===== config.mk =====
export PLATFORM = sky130hd
export DESIGN_NAME = fetch_sequencer
export DESIGN_NICKNAME = d
export VERILOG_FILES = /design/src/rtl/fetch_sequencer.sv
export SDC_FILE = /design/constraint.sdc
export NUM_CORES = 1
export LEC_CHECK = 0
export CORE_ASPECT_RATIO = 0.6
export CORE_MARGIN = 1
export CORE_UTILIZATION = 55
export CTS_CLUSTER_DIAMETER = 150
export DETAILED_ROUTE_END_ITERATION = 7
export DONT_BUFFER_PORTS = 1
export PLACE_DENSITY = 0.76
export SETUP_SLACK_MARGIN = 0.4
export SLEW_MARGIN = 25
export SYNTH_ARGS = -nofsm -noshare
export SYNTH_HDL_FRONTEND = slang
export SYNTH_SLANG_ARGS = --single-unit

===== constraint.sdc =====
create_clock -name clk -period 5.1 [get_ports clk]
set_clock_uncertainty 0.1 [all_clocks]
set_input_delay 0.765 -clock clk [delete_from_list [all_inputs] [get_ports clk]]
set_output_delay 0.765 -clock clk [all_outputs]
set_load 0.02 [all_outputs]

===== src/rtl/fetch_sequencer.sv =====
// Instruction fetch sequencer: owns the PC, buffers fetched words with their PCs in a
// small FIFO for decode, handles redirects and halts on the branch-to-self word.
// Optional `FETCH_STEP_EN adds a `step` input that gates fetch to one per rising edge.
module fetch_sequencer #(
    parameter logic [31:0] RESET_PC  = 32'h0000_0000,
    parameter int          DEPTH     = 2,
    parameter logic [31:0] HALT_WORD = 32'hEAFF_FFFE,
    parameter int          CNT_W     = 16
) (
    input  logic             clk,
    input  logic             reset_n,
`ifdef FETCH_STEP_EN
    input  logic             step,
`endif
    input  logic             start,
    input  logic             stop,
    output logic [31:0]      imem_addr,
    input  logic [31:0]      imem_rd,
    output logic [31:0]      instr_out,
    output logic [31:0]      instr_pc,
    output logic             instr_valid,
    input  logic             instr_ready,
    input  logic             redirect,
    input  logic [31:0]      redirect_pc,
    output logic             halted,
    output logic [CNT_W-1:0] fetch_count
);
    localparam int AW = $clog2(DEPTH);
    localparam logic [AW:0]   CNT_ONE = (AW+1)'(1);
    localparam logic [AW:0]   CNT_MAX = (AW+1)'(DEPTH);
    localparam logic [AW-1:0] PTR_ONE = AW'(1);

    typedef enum logic [1:0] {IDLE, RUN, HALT} state_t;
    typedef struct packed {
        logic [31:0] word;
        logic [31:0] pc;
    } entry_t;

    state_t      state;
    logic [31:0] pc;
    entry_t      fifo_mem [DEPTH];
    logic [AW-1:0] rd_ptr, wr_ptr;
    logic [AW:0]   count;

    logic pop, push, step_req, hit_halt, slot_free;

    assign pop       = instr_valid & instr_ready;
    // A full FIFO can still accept a push when the head is leaving this cycle.
    assign slot_free = (count < CNT_MAX) | pop;
    assign push      = (state == RUN) & ~stop & ~redirect & slot_free & step_req;
    assign hit_halt  = push & (imem_rd == HALT_WORD);

`ifdef FETCH_STEP_EN
    logic step_q, step_pend;
    assign step_req = (step & ~step_q) | step_pend;

    // An edge that cannot be served yet (FIFO full, not RUN) waits here.
    always_ff @(posedge clk or negedge reset_n) begin
        if (!reset_n) begin
            step_q    <= 1'b0;
            step_pend <= 1'b0;
        end else begin
            step_q <= step;
            if (redirect) step_pend <= 1'b0;
            else          step_pend <= step_req & ~push;
        end
    end
`else
    assign step_req = 1'b1;
`endif

    always_ff @(posedge clk or negedge reset_n) begin
        if (!reset_n) begin
            state       <= IDLE;
            pc          <= RESET_PC;
            fetch_count <= '0;
        end else begin
            if (push && fetch_count != '1)
                fetch_count <= fetch_count + CNT_W'(1);
            if (redirect) begin
                state <= RUN;
                pc    <= {redirect_pc[31:2], 2'b00};
            end else begin
                case (state)
                    IDLE: if (start && !stop) state <= RUN;
                    RUN: begin
                        if (stop)          state <= IDLE;
                        else if (hit_halt) state <= HALT;
                        else if (push)     pc    <= pc + 32'd4;
                    end
                    HALT:    ;
                    default: state <= IDLE;
                endcase
            end
        end
    end

    // Redirect flushes everything, including an entry popped in the same cycle.
    always_ff @(posedge clk or negedge reset_n) begin
        if (!reset_n) begin
            rd_ptr <= '0;
            wr_ptr <= '0;
            count  <= '0;
        end else if (redirect) begin
            rd_ptr <= '0;
            wr_ptr <= '0;
            count  <= '0;
        end else begin
            if (push) wr_ptr <= wr_ptr + PTR_ONE;
            if (pop)  rd_ptr <= rd_ptr + PTR_ONE;
            case ({push, pop})
                2'b10:   count <= count + CNT_ONE;
                2'b01:   count <= count - CNT_ONE;
                default: ;
            endcase
        end
    end

    always_ff @(posedge clk) begin
        if (push) fifo_mem[wr_ptr] <= '{word: imem_rd, pc: pc};
    end

    assign imem_addr   = pc;
    assign instr_valid = (count != '0);
    assign instr_out   = instr_valid ? fifo_mem[rd_ptr].word : 32'h0;
    assign instr_pc    = instr_valid ? fifo_mem[rd_ptr].pc   : 32'h0;
    assign halted      = (state == HALT);
endmodule


==> impl.org <==
** Power and ir drop
- Post-layout total power :: 0.003439 W
- Summed over all nets, the switching power comes to 0.0009267 W.
- Power share of the clock group :: 39.2%
- Net Sw Frac :: 26.94%
- The internal power of the cells totals 0.002513 W.
- Leak pwr :: 2.938 nW
- Logic gate share of total power :: 8.5%
- Pwr Density :: 393.0 nW/um2
- Maximum resistive drop on vdd :: 0.0002311 V
- Registers are responsible for 52.3% of the overall power.

** Cells and area
- Of the cells placed in the final design, the portion with a size suffix greater than 1 is 9.034%.
- From synthesis to final layout, the design area changed by 10.33%.
- Post-layout util :: 63.08%
- The finished cells cover 8751 um2.
- Number of fill cells :: 1,094
- For this run, the post-layout net count is 701.

** Setup path
- In this run the worst path has a maximum fanout of 44.
- Biggest cell delay along the critical path :: 0.93 ns
- Worst Setup SP :: rd_ptr$_DFFE_PN0P_
- Critical path data arrival time :: 2.38 ns
- STA classifies the critical path endpoint as an output pin.
- The startpoint identified for the worst register-to-register timing path is count[1]$_DFFE_PN0P_.
- CP Depth :: 3
- Worst Setup Path Type :: reg -> out
- The worst setup path is launched from a register.
- Total buffers and inverters traversed by the critical path :: 1
- The critical path goes through buf_4, mux2i_1, nor2_1.
- Counting cells, the worst reg-to-reg path comes to 4.
- Worst endpoint required time :: 4.24 ns
- Cell family with the largest share of critical-path delay :: flip-flops
- Among all stages on the critical path, the largest delay is contributed by sky130_fd_sc_hd__dfrtp_4.

** Timing
- Slew margin rel. :: 36.32%
- The clock period could shrink to 3.245 ns.
- In the finished design, the share of the clock period the worst path needs comes to 63.63%.
- Derived from the worst setup path, the maximum achievable clock frequency is 0.3082 GHz.
- At the pin with the least slew margin, the transition time is 0.9551 ns.
- Total of endpoints with negative setup slack in the final report :: 0
- Final hold violation count :: 0
- Sum of negative setup slack :: 0 ns
- Unrepaired setup endpoints after global routing :: no
- Max-slew violations :: 0

** Floorplanning
- The die is 95.02 um tall.
- After floorplanning, the core was sized to cover 13,870 um2.
- Horizontal die dimension :: 157.0 um
- I/O pin total :: 184
- Initial core utilization :: 57.17%
- The floorplan step defined a die boundary enclosing 14,920 um2.
- Row count :: 33

** Synthesis
- YS warnings :: 0
- The most common cell in the synthesized netlist is sky130_fd_sc_hd__edfxtp_1.
- The share of the Yosys chip area taken by registers is 63.35%.
- Most instantiated flip-flop cell in the synthesis netlist :: sky130_fd_sc_hd__edfxtp_1
- Number of distinct standard cells referenced by the synthesized netlist :: 69
- Sorting the synthesized cells by area gives the leading types as sky130_fd_sc_hd__edfxtp_1 (47%), sky130_fd_sc_hd__dfrtp_1 (16%), sky130_fd_sc_hd__mux2i_1 (7.8%).
- Mapped Avg Cell Area :: 12.53 um2
- Post-synthesis async set-or-reset flop share :: 29.55%
- Flop and latch count out of synthesis :: 176
- Ranked by instance count, the synthesized netlist is headed by sky130_fd_sc_hd__edfxtp_1 (124), sky130_fd_sc_hd__nor2_1 (87), sky130_fd_sc_hd__mux2i_1 (62).
- Synthesized cell area :: 7931 um2
- Post-synthesis cell count :: 633
- Counting flops with a built-in enable in the synthesized netlist gives 124.
- The share of synthesized area in the top cell type comes to 46.95%.
- Summed over all instances, the cell type with the most area after synthesis is sky130_fd_sc_hd__edfxtp_1.

** Clocking
- TritonCTS built the clock tree.
- Latest clock arrival within the worst-skew pair :: 0.42 ns
- Deepest clock path buffer count :: 2
- Root cell of the clock tree :: sky130_fd_sc_hd__clkbuf_16
- The clock net in this run drives a total of 176 sinks.
- Register clock-pin slew on the reported worst setup and hold paths :: 0.07 ns
- After clock tree synthesis, the setup repair step added 0 buffers.
- Clock buffers created by TritonCTS :: 17
- The clock tree synthesis step divided the H-tree into 4 levels.

** Placement
- Routability congestion estimate :: 0.8244
- The HPWL after detailed placement is 13,120 um.
- Number of buffers inserted by port buffering :: 0
- DP Area :: 8108 um2

** Route
- The final route contains 5,313 vias.
- Detailed-router iteration count before antenna repair :: 7
- After detailed routing, the number of vias per cell comes to 6.348.
- In this run the remaining antenna-violating nets after routing total 0.
- Total length of routed wires :: 19,260 um
- Number of design rule violations left after detail routing :: 0
- Initial DRC count :: 521
- Routed len/inst :: 23.01 um

** Status
- The run finished with clean final reports.

** Hold path
- The worst hold path belongs to the class in -> async.

** Global routing
- For this run, the total global-route usage over all layers was measured as 26.31%.
- The number of global-route vias before repair is 5,024.
- The number of antenna violations at the first check in global routing came to 3.
- Largest net degree at the start of global routing :: 53
- Remaining global-route overflow :: 0
- The first global-routing pass estimated 28,720 um of wire.

** Run
- Number of violations of the max-capacitance limit :: 0
-- layer usage --
metal	GRT usage [%]	routed length, um	vias to the layer above
met3	10.18	2474	21
met4	7.524	224	0
met2	38.04	8292	280
met1	36.91	8268	2609
li1	-	-	2403
met5	0	0	-
-- stage by stage --
step / setup WS (ns) / instances / hold WS (ns)
floorplan: 0.8209 / 636 / 0.3694
global placement: 2.034 / 801 / 0.3715
detailed placement: 1.938 / 801 / 0.3713
CTS: 1.833 / 834 / 0.09655
global route: 1.742 / 835 / 0.09882
finish: 1.855 / 837 / 0.09473
-- cell type report --
| cell class | instances | area (um2) | area share, % |
|---|---|---|---|
| multi-input combinational | 418 | 2753 | 31.46 |
| clock inverter | 13 | 175.2 | 2.002 |
| inverter | 7 | 26.28 | 0.3003 |
| tap | 192 | 240.2 | 2.745 |
| sequential | 176 | 5029 | 57.46 |
| clock buffer | 19 | 432.9 | 4.947 |
| timing repair buffer | 9 | 87.58 | 1.001 |
| antenna | 3 | 7.507 | 0.08579 |
-- placed cells by master, fill, tap and decap left out, drive strengths merged, types with 9 or more instances in the layout --
master,instances
buf,9
nand2,35
inv,12
mux2i,62
edfxtp,124
nor2,87
xor2,12
a21oi,13
xnor2,12
nor3,12
dfrtp,52
nand4,23
nand3,22
clkbuf,19
o21ai,17
nor4,15
-- power groups by stage --
stage | clock [W] | sequential, W | combinational [W]
2_1_floorplan | 0 | 0.00178 | 0.000254
3_3_place_gp | 0 | 0.00182 | 0.000273
3_5_place_dp | 0 | 0.00183 | 0.000281
4_1_cts | 0.00137 | 0.00180 | 0.000294
5_1_grt | 0.00143 | 0.00181 | 0.000321
6_report | 0.00135 | 0.00180 | 0.000291
-- final timing paths --
| check | slack (ns) | to |
|---|---|---|
| setup / recovery | 1.86 | instr_pc[12] |
| hold / removal | 0.09 | imem_addr[21]$_DFFE_PN0P_ |
| setup reg to reg | 2.22 | fifo_mem[1][37]$_DFFE_PP_ |
| hold reg to reg | 0.52 | state[1]$_DFFE_PN0P_ |
| max in group asynchronous | 4.53 | rd_ptr$_DFFE_PN0P_ |
| min in group clk | 0.32 | rd_ptr$_DFFE_PN0P_ |
-- registers in the layout (all words and copies together) (netlist names) --
| register | cells |
|---|---|
| state | 2 |
| fifo_mem | 124 |
| imem_addr | 30 |
| wr_ptr | 1 |
| fetch_count | 16 |
| rd_ptr | 1 |
| count | 2 |
-- logic make-up after synthesis --
logic type	Yosys count	synth area share [%]
xor+xnor	24	2.650
buf+inv	42	2.287
compound gates	89	8.061
simple gates	234	15.03
other cells	1	0.04728
fa+ha+maj	2	0.3155
mux	65	8.251
flops	176	63.35
-- what timing repair did --
item	CTS	global route
resized for setup	0	0
endpoints found under the hold margin	52	0
hold buffers	1	0
-- worst register-to-register path, delay by kind of cell (launching register included) --
family / cells / cell delay (ns)
AND/OR/NAND/NOR: 3 / 1.44
buffers and inverters: 1 / 0.54
flip-flops: 1 / 0.45
Power figures use the tool's default switching activity.
